===== src/rtl/booth_mac_seq.sv =====
// booth_mac_seq
//   Sequential radix-4 Booth multiply-accumulate. Retires two multiplier bits
//   per clock: SIZE/2+1 RUN cycles per product, then the result is held in
//   DONE until the consumer takes it. Operands are signed or unsigned per
//   transaction. An internal accumulator collects convolution partial sums.
//
// Ports
//   clk, rst                 clock, synchronous active-high reset
//   in_valid / in_ready      operand handshake; all inputs captured on accept
//   multiplicand, multiplier SIZE-bit operands A and B
//   is_signed                1: two's complement operands, 0: unsigned
//   acc_en, acc_clr          add product into accumulator / clear it first
//   out_valid / out_ready    result handshake
//   product                  low 2*SIZE bits of A*B (exact in both modes)
//   acc_out                  accumulator value after this transaction
//   busy                     high whenever not IDLE
module booth_mac_seq #(
  parameter int SIZE      = 16,
  parameter int ACC_WIDTH = 2*SIZE+8
) (
  input  logic                 clk,
  input  logic                 rst,
  input  logic                 in_valid,
  output logic                 in_ready,
  input  logic [SIZE-1:0]      multiplicand,
  input  logic [SIZE-1:0]      multiplier,
  input  logic                 is_signed,
  input  logic                 acc_en,
  input  logic                 acc_clr,
  output logic                 out_valid,
  input  logic                 out_ready,
  output logic [2*SIZE-1:0]    product,
  output logic [ACC_WIDTH-1:0] acc_out,
  output logic                 busy
);

  localparam int PW    = 2*SIZE;
  localparam int NSTEP = SIZE/2 + 1;
  localparam int SW    = $clog2(NSTEP);
  localparam logic [SW-1:0] LAST = SW'(NSTEP-1);

  typedef enum logic [1:0] {IDLE, RUN, DONE} state_e;

  state_e               state_q, state_d;
  logic [SW-1:0]        step_q, step_d;
  // Multiplicand pre-extended to the product width and shifted left by 2
  // each step, so it always holds A*4^i for the current step.
  logic [PW-1:0]        mcand_q, mcand_d;
  // {B extended to SIZE+2 bits, b[-1]=0}; shifted right by 2 each step so the
  // current Booth triplet is always bits [2:0].
  logic [SIZE+2:0]      mplr_q, mplr_d;
  logic [PW-1:0]        pp_q, pp_d;
  logic                 sgn_q, sgn_d, en_q, en_d, clr_q, clr_d;
  logic [PW-1:0]        prod_q, prod_d;
  logic [ACC_WIDTH-1:0] acc_q, acc_d;

  logic                 accept;
  logic [PW-1:0]        addend, pp_sum;
  logic [ACC_WIDTH-1:0] p_sx, p_zx, p_ext, acc_base;

  assign in_ready  = (state_q == IDLE) || ((state_q == DONE) && out_ready);
  assign accept    = in_valid && in_ready;
  assign out_valid = (state_q == DONE);
  assign busy      = (state_q != IDLE);
  assign product   = prod_q;
  assign acc_out   = acc_q;

  // Booth digit selection; arithmetic is modulo 2^PW which is all the
  // product output needs.
  always_comb begin
    addend = '0;
    unique case (mplr_q[2:0])
      3'b001, 3'b010: addend = mcand_q;
      3'b011:         addend = mcand_q << 1;
      3'b100:         addend = -(mcand_q << 1);
      3'b101, 3'b110: addend = -mcand_q;
      default:        addend = '0;
    endcase
  end

  assign pp_sum   = pp_q + addend;
  assign p_sx     = ACC_WIDTH'($signed(pp_sum));
  assign p_zx     = ACC_WIDTH'(pp_sum);
  assign p_ext    = sgn_q ? p_sx : p_zx;
  assign acc_base = clr_q ? '0 : acc_q;

  always_comb begin
    state_d = state_q;
    step_d  = step_q;
    mcand_d = mcand_q;
    mplr_d  = mplr_q;
    pp_d    = pp_q;
    sgn_d   = sgn_q;
    en_d    = en_q;
    clr_d   = clr_q;
    prod_d  = prod_q;
    acc_d   = acc_q;

    unique case (state_q)
      RUN: begin
        pp_d    = pp_sum;
        mcand_d = mcand_q << 2;
        mplr_d  = mplr_q >> 2;
        step_d  = step_q + SW'(1);
        if (step_q == LAST) begin
          state_d = DONE;
          prod_d  = pp_sum;
          acc_d   = en_q ? acc_base + p_ext : acc_base;
        end
      end
      DONE: if (out_ready) state_d = IDLE;
      default: ;
    endcase

    // Accept from IDLE or straight out of DONE (no bubble when streaming).
    if (accept) begin
      state_d = RUN;
      step_d  = '0;
      pp_d    = '0;
      mcand_d = {{(PW-SIZE){is_signed & multiplicand[SIZE-1]}}, multiplicand};
      mplr_d  = {{2{is_signed & multiplier[SIZE-1]}}, multiplier, 1'b0};
      sgn_d   = is_signed;
      en_d    = acc_en;
      clr_d   = acc_clr;
    end
  end

  always_ff @(posedge clk) begin
    if (rst) begin
      state_q <= IDLE;
      step_q  <= '0;
      mcand_q <= '0;
      mplr_q  <= '0;
      pp_q    <= '0;
      sgn_q   <= 1'b0;
      en_q    <= 1'b0;
      clr_q   <= 1'b0;
      prod_q  <= '0;
      acc_q   <= '0;
    end else begin
      state_q <= state_d;
      step_q  <= step_d;
      mcand_q <= mcand_d;
      mplr_q  <= mplr_d;
      pp_q    <= pp_d;
      sgn_q   <= sgn_d;
      en_q    <= en_d;
      clr_q   <= clr_d;
      prod_q  <= prod_d;
      acc_q   <= acc_d;
    end
  end

endmodule


===== config.mk =====
export PLATFORM = sky130hd
export DESIGN_NAME = booth_mac_seq
export DESIGN_NICKNAME = d
export VERILOG_FILES = /design/src/rtl/booth_mac_seq.sv
export SDC_FILE = /design/constraint.sdc
export NUM_CORES = 1
export LEC_CHECK = 0
export BUFFER_PORTS_ARGS = -buffer_cell sky130_fd_sc_hd__buf_2
export CAP_MARGIN = 5
export CELL_PAD_IN_SITES_DETAIL_PLACEMENT = 1
export CELL_PAD_IN_SITES_GLOBAL_PLACEMENT = 1
export CORE_ASPECT_RATIO = 2
export CORE_MARGIN = 2
export CORE_UTILIZATION = 40
export DETAILED_ROUTE_END_ITERATION = 16
export PLACE_DENSITY = 0.81
export SYNTH_ARGS = -nofsm -noshare
export SYNTH_HDL_FRONTEND = slang
export SYNTH_SLANG_ARGS = --single-unit

===== constraint.sdc =====
create_clock -name clk -period 7.1 [get_ports clk]
set_input_delay 1.065 -clock clk [delete_from_list [all_inputs] [get_ports clk]]
set_output_delay 1.065 -clock clk [all_outputs]
set_load 0.1 [all_outputs]

==> flow_summary.yaml, run 1 <==
timing:
  maxSlewHeadroom_pct: 31.18
  skew_ns: 0.01023
  maxSlewViolCount: 0
  hold_viol_final: 0
  fmax_ghz: 0.1380
  hold-worst-slack_ns: 0.4550
  worst_pin_slew_ns: 1.024
  setup_viol: 4
  rsz0062_at_grt: "true"
  setup_slack_ns: -0.1470
  period_needed_ns: 7.247
  fin_crit_sh_pct: 102.1
worst_setup_path:
  worst-path-max-fanout: 6
  worstSetupPathType: "flop to flop"
  r2r_start: "mcand_q[0]"
  cpPeakStageDelay_ns: 0.54
  crit_arrival_ns: 7.60
  r2r_setup_slack_ns: -0.15
  startpoint: "mcand_q[0]"
  startpoint_type: "flop"
  end_kind: "flop"
  reg2regPathDepth: 35
  slowest_stage: "or4_1"
  r2r_end: "acc_out[38]"
  crit_path_frequent_cell: "buf_4"
  cp.required_ns: 7.45
pwr:
  vdd_drop_max_mv: 0.1888
  total_power_w: 0.003859
  swShare_pct: 42.00
  seqPwrFrac_pct: 28.3
  cellPowerDensity_mw_per_mm2: 256.3
  switchingPower_w: 0.001621
  intPower_w: 0.002238
  leakagePower_nw: 6.618
  pwr-share-comb_pct: 46.8
  clkPwrFrac_pct: 24.9
floorplan:
  die_w_um: 126.0
  dieArea_sq_mm: 0.03127
  die_y_um: 248.1
  fp-row-count: 89
  core_area_sq_mm: 0.02940
  ios: 114
  initial_core_util_pct: 40.53
min_path:
  hold_depth: 2
  hold_start: "product[25]"
  hold_end: "product[25]"
  hold_class: "flop to flop"
outcome:
  status: "finished with violations"
  failed_checks: "negative setup slack"
global_routing:
  grt_pass1_wl_mm: 69.21
  track_usage_pct: 27.88
  overflow: 0
  grt_pass1_vias: 13290
  grt_max_degree: 85
  antenna_found_initial: 0
detailed_routing:
  drt_iter0_markers: 703
  drtAntennaViolNets: 0
  wl_per_cell_um: 21.73
  vias_per_cell: 6.061
  firstDrtPassIters: 5
  drc_errors: 0
  drt_wl_total_mm: 46.77
  num_vias: 13050
clock_network:
  clk_latency_ns: 0.47
  cts.path.max_buffers: 2
  holdBufCountCts: 0
  cts_tree: "done"
  root_buffer: "clkbuf_16"
  numClockSinks: 163
  cts_buffers: 17
  htreeDepth: 4
  clk_pin_slew_ns: 0.07
placement:
  portBuffers: 113
  hpwl_mm: 33.21
  place_congestion: 0.9317
  place_area_sq_mm: 0.01364
synth:
  syn_avg_cell_area_sq_um: 7.547
  async_flop_share_pct: 0
  syn_nets: 1693
  synth.area.mux_share_pct: 5.628
  synth_xor_area_share_pct: 6.835
  yosys.cell_count.top_type: "nor2_1"
  yosysWarnings: 0
  synthSimpleGateAreaFrac_pct: 22.68
  synth_compound_area_share_pct: 24.43
  ys_ff_latch: 163
  synth_fa_ha_area_share_pct: 8.001
  synth_cell_types: 69
  synth-edff-count: 0
  synth_top_family_by_area: "compound AO/OA/AOI/OAI gates"
  synth_flop_cell: "dfxtp_1"
  syn-cell-area_sq_mm: 0.01192
  yosysTopAreaCellShare_pct: 27.38
  synth_area_leader_cell: "dfxtp_1"
  yosysSeqAreaShare_pct: 27.38
  synthTopCellsByCount: "nor2_1 (193), dfxtp_1 (163), nand2_1 (157), a21oi_1 (134), clkbuf_1 (101)"
  synthTopCellsByArea: "dfxtp_1 (27%), ha_1 (7.7%), nor2_1 (6.1%), a21oi_1 (5.6%), mux2i_1 (5.6%)"
  syn_inst: 1579
layout:
  syn_to_final_growth_pct: 26.34
  fin_area_sq_mm: 0.01506
  drive_above_1_share_pct: 24.43
  final_nets: 1890
  post-route-util_pct: 51.21
  antenna_cells: 0
job:
  drv_cap: 0
## routing by layer
metal	up-vias	global-route usage [%]	routed length (um)
met5	-	0	0
met4	0	17.45	3363
met3	171	3.501	1399
met2	383	55.11	25570
met1	6436	26.71	16450
li1	6060	-	-
## how the worst max path moves through the flow
stage	slack, ns	depth (start not counted)	to
floorplan	0.03	31	acc_out[38]
CTS	-0.03	34	acc_out[36]
detailed placement	-0.57	33	acc_out[36]
global placement	-0.34	33	acc_out[36]
global route	-0.45	35	acc_out[38]
finish	-0.15	35	acc_out[38]
## area by class of cell
class | count | area (sq um)
Fill cell | 3635 | 14340
Sequential cell | 163 | 3267
Timing Repair Buffer | 292 | 1923
Tap cell | 364 | 455.4
Inverter | 42 | 167.7
Clock inverter | 14 | 137.6
Multi-Input combinational cell | 1260 | 8666
Clock buffer | 18 | 439.2
## power by group through the flow
stage | sequential [W] | combinational (W) | clock [W]
2_1_floorplan | 0.00103 | 0.00105 | 0
3_3_place_gp | 0.00110 | 0.00152 | 0
3_5_place_dp | 0.00110 | 0.00157 | 0
4_1_cts | 0.00108 | 0.00163 | 0.000975
5_1_grt | 0.00110 | 0.00194 | 0.00101
6_report | 0.00109 | 0.00181 | 0.000961
## sequential cells by signal, indices dropped and copies added (netlist names)
signal and cells:
acc_out 40, clr_q 1, en_q 1, mcand_q 32, mplr_q 18, pp_q 32, product 32, sgn_q 1
state_q 2, step_q 4
## critical path: cells and delay by family, from the launching register on
family                     cells  cell delay (ns)
xor gates and xnor gates       1             0.17
and+or+nand+nor               15             3.09
muxes                          1             0.13
buffers and inverters          5             0.69
AOI/OAI and AO/OA             10             1.70
adders and majority gates      3             0.97
DFF                            1             0.35
## stage by stage
step | setup WS [ns] | cells | TNS [ns]
floorplan | 0.03458 | 1579 | 0
global placement | -0.3427 | 2091 | -0.9095
detailed placement | -0.5693 | 2091 | -2.683
CTS | -0.03278 | 2131 | -0.03278
global route | -0.4514 | 2153 | -2.545
finish | -0.1470 | 2153 | -0.4308
## cell usage in the layout, fill, tap and decap left out, types with 39 or more instances in the layout
| master | Yosys | layout |
|---|---|---|
| nor2_1 | 193 | 191 |
| buf_4 | 0 | 177 |
| dfxtp_1 | 163 | 160 |
| nand2_1 | 157 | 152 |
| a21oi_1 | 134 | 121 |
| buf_2 | 2 | 112 |
| mux2i_1 | 67 | 67 |
| o21ai_0 | 78 | 59 |
| ha_1 | 73 | 59 |
| xnor2_1 | 60 | 50 |
| a211oi_1 | 50 | 46 |
| nor2b_1 | 44 | 44 |
| nor3_1 | 44 | 41 |
| inv_1 | 40 | 39 |
## kinds of logic after synthesis
kind of cell,count (synthesis)
adders and majority gates,75
buffers and inverters,156
xor gates and xnor gates,93
muxes,67
AOI/OAI and AO/OA,448
DFF,163
and+or+nand+nor,577
## repair_timing
| item | CTS | global route |
|---|---|---|
| pin swaps | 17 | 49 |
| endpoints found under the setup margin | 9 | 12 |
| resized for setup | 42 | 98 |
| buffers inserted | 8 | 25 |
| endpoints found under the hold margin | 0 | 0 |
Power figures use the tool's default switching activity.
==> run 2: changes to the inputs <==
--- a/config.mk
+++ b/config.mk
@@ -11,9 +11,9 @@
 export CELL_PAD_IN_SITES_GLOBAL_PLACEMENT = 1
 export CORE_ASPECT_RATIO = 2
 export CORE_MARGIN = 2
-export CORE_UTILIZATION = 40
+export CORE_UTILIZATION = 25
 export DETAILED_ROUTE_END_ITERATION = 16
-export PLACE_DENSITY = 0.81
+export PLACE_DENSITY_LB_ADDON = 0.2
 export SYNTH_ARGS = -nofsm -noshare
 export SYNTH_HDL_FRONTEND = slang
 export SYNTH_SLANG_ARGS = --single-unit
==> flow_summary.yaml, run 2 (synthesis gave the netlist of run 1 again) <==
global_routing:
  antenna_found_initial: 0
  use_met1_pct: 23.01
  gr-usage-met3_pct: 2.143
  grt_max_degree: 76
  grt_pass1_vias: 12630
  grt_pass1_wl_mm: 71.65
  grt_use_met2_pct: 34.11
  track_usage_pct: 18.63
  overflow: 0
  busiest_layer: "met2"
timing:
  setup_viol: 0
  rsz0062_at_grt: "true"
  hold_viol_final: 0
  worst_pin_slew_ns: 0.7755
  skew_ns: 0.01487
  maxSlewViolCount: 0
  period_needed_ns: 6.996
  fmax_ghz: 0.1429
  maxSlewHeadroom_pct: 48.30
  fin_crit_sh_pct: 98.54
  setup_tns_ns: 0
layout:
  largest_register_ffs: 40
  final_common_cell: "buf_4"
  final_nets: 1915
  layout_common_cells: "buf_4 (199), nor2_1 (189), dfxtp_1 (159), nand2_1 (152), a21oi_1 (119)"
  stdcell_count: 2446
  drive_above_1_share_pct: 25.96
  fin_area_sq_mm: 0.01563
  syn_to_final_growth_pct: 31.13
  antenna_cells: 0
detailed_routing:
  drt_iter0_markers: 548
  firstDrtPassIters: 4
  drc_errors: 0
  num_vias: 12350
  vias_per_cell: 5.048
  wl_per_cell_um: 18.83
  drt_wl_total_mm: 46.05
  drtAntennaViolNets: 0
placement:
  place_congestion: 0.8468
  portBuffers: 113
  place_area_sq_mm: 0.01419
  hpwl_mm: 34.04
  dp.cells: 2383
clock_network:
  numClockSinks: 163
  clk_latency_ns: 0.47
  cts_tree: "done"
  root_buffer: "clkbuf_16"
  clk_pin_slew_ns: 0.08
  holdBufCountCts: 0
  cts.path.max_buffers: 2
  htreeDepth: 4
  cts_buffers: 17
floorplan:
  initial_core_util_pct: 25.23
  ios: 114
  dieArea_sq_mm: 0.04953
  die_w_um: 158.4
  fp-row-count: 113
  core_area_sq_mm: 0.04722
  die_y_um: 312.8
outcome:
  status: "finished, final reports clean"
pwr:
  leakagePower_nw: 6.739
  vdd_drop_max_mv: 0.1157
  cellPowerDensity_mw_per_mm2: 248.8
job:
  drv_cap: 0
worst_setup_path:
  worstSetupPathType: "flop to flop"
  slowest_stage: "or4_4"
  cpPeakStageDelay_ns: 0.55
  cp.required_ns: 7.51
  crit_arrival_ns: 7.40
  startpoint_type: "flop"
  worst-path-max-fanout: 4
  end_kind: "flop"
min_path:
  hold_class: "flop to flop"
run 2: cell count changes in the layout (fill, tap and decap cells not counted), sizes merged:
| cell | change |
|---|---|
| inv | +3 |
| clkinv | -1 |
| clkbuf | -1 |
| buf | +25 |
| bufinv | -1 |
run 2: final timing paths:
| check | start | slack, ns | depth (start not counted) | end |
|---|---|---|---|---|
| max | mcand_q[3] | 0.10 | 27 | acc_out[37] |
| max reg2reg | mcand_q[3] | 0.10 | 27 | acc_out[37] |
| min reg2reg | product[24] | 0.45 | 2 | product[24] |
| min | product[24] | 0.45 | 2 | product[24] |
run 2: timing repair:
| action | CTS | global route |
|---|---|---|
| pin swaps | 8 | 68 |
| gates resized for setup | 15 | 127 |
| endpoints found under the setup margin | 8 | 9 |
| hold endpoints to repair | 0 | 0 |
| buffers inserted | 7 | 25 |
run 2: area by class of cell:
type                    count  area [sq um]
clock buffers              17         425.4
clock inverters            15         152.6
well taps                 632         790.8
flip-flops and latches    163          3268
fillers                  5780         31600
repair buffers            317          2131
inverters                  42         165.2
multi-input cells        1260          8693
run 2: per-layer routing:
layer | up-vias | share of wire [%]
li1 | 6116 | -
met1 | 6066 | 44
met2 | 145 | 53
met3 | 21 | 2.2
met4 | 0 | 1.3
met5 | - | 0
run 2: per-stage QoR:
stage	worst slack [ns]	total power, W	utilization (%)	hold slack, ns
finish	0.1039	0.003888	33.09	0.4545
global route	-0.1595	0.004147	33.09	0.4797
CTS	0.0001217	0.003791	31.48	0.4564
detailed placement	-0.4391	0.002774	30.05	0.4445
global placement	-0.1929	0.002770	30.05	0.4432
floorplan	0.03458	0.002086	-	0.4603
run 2: critical path, delay by kind of cell, from the launching register on:
family	cells	cell delay, ns
AOI/OAI and AO/OA	7	1.29
xor gates and xnor gates	2	0.28
adders and majority gates	2	0.51
buffers and inverters	3	0.44
DFF	1	0.33
and+or+nand+nor	13	4.07
run 2: where the power goes:
group	switching, W	internal (W)
clock network	0.000490	0.000471
registers	0.000104	0.000984
logic	0.00103	0.000807
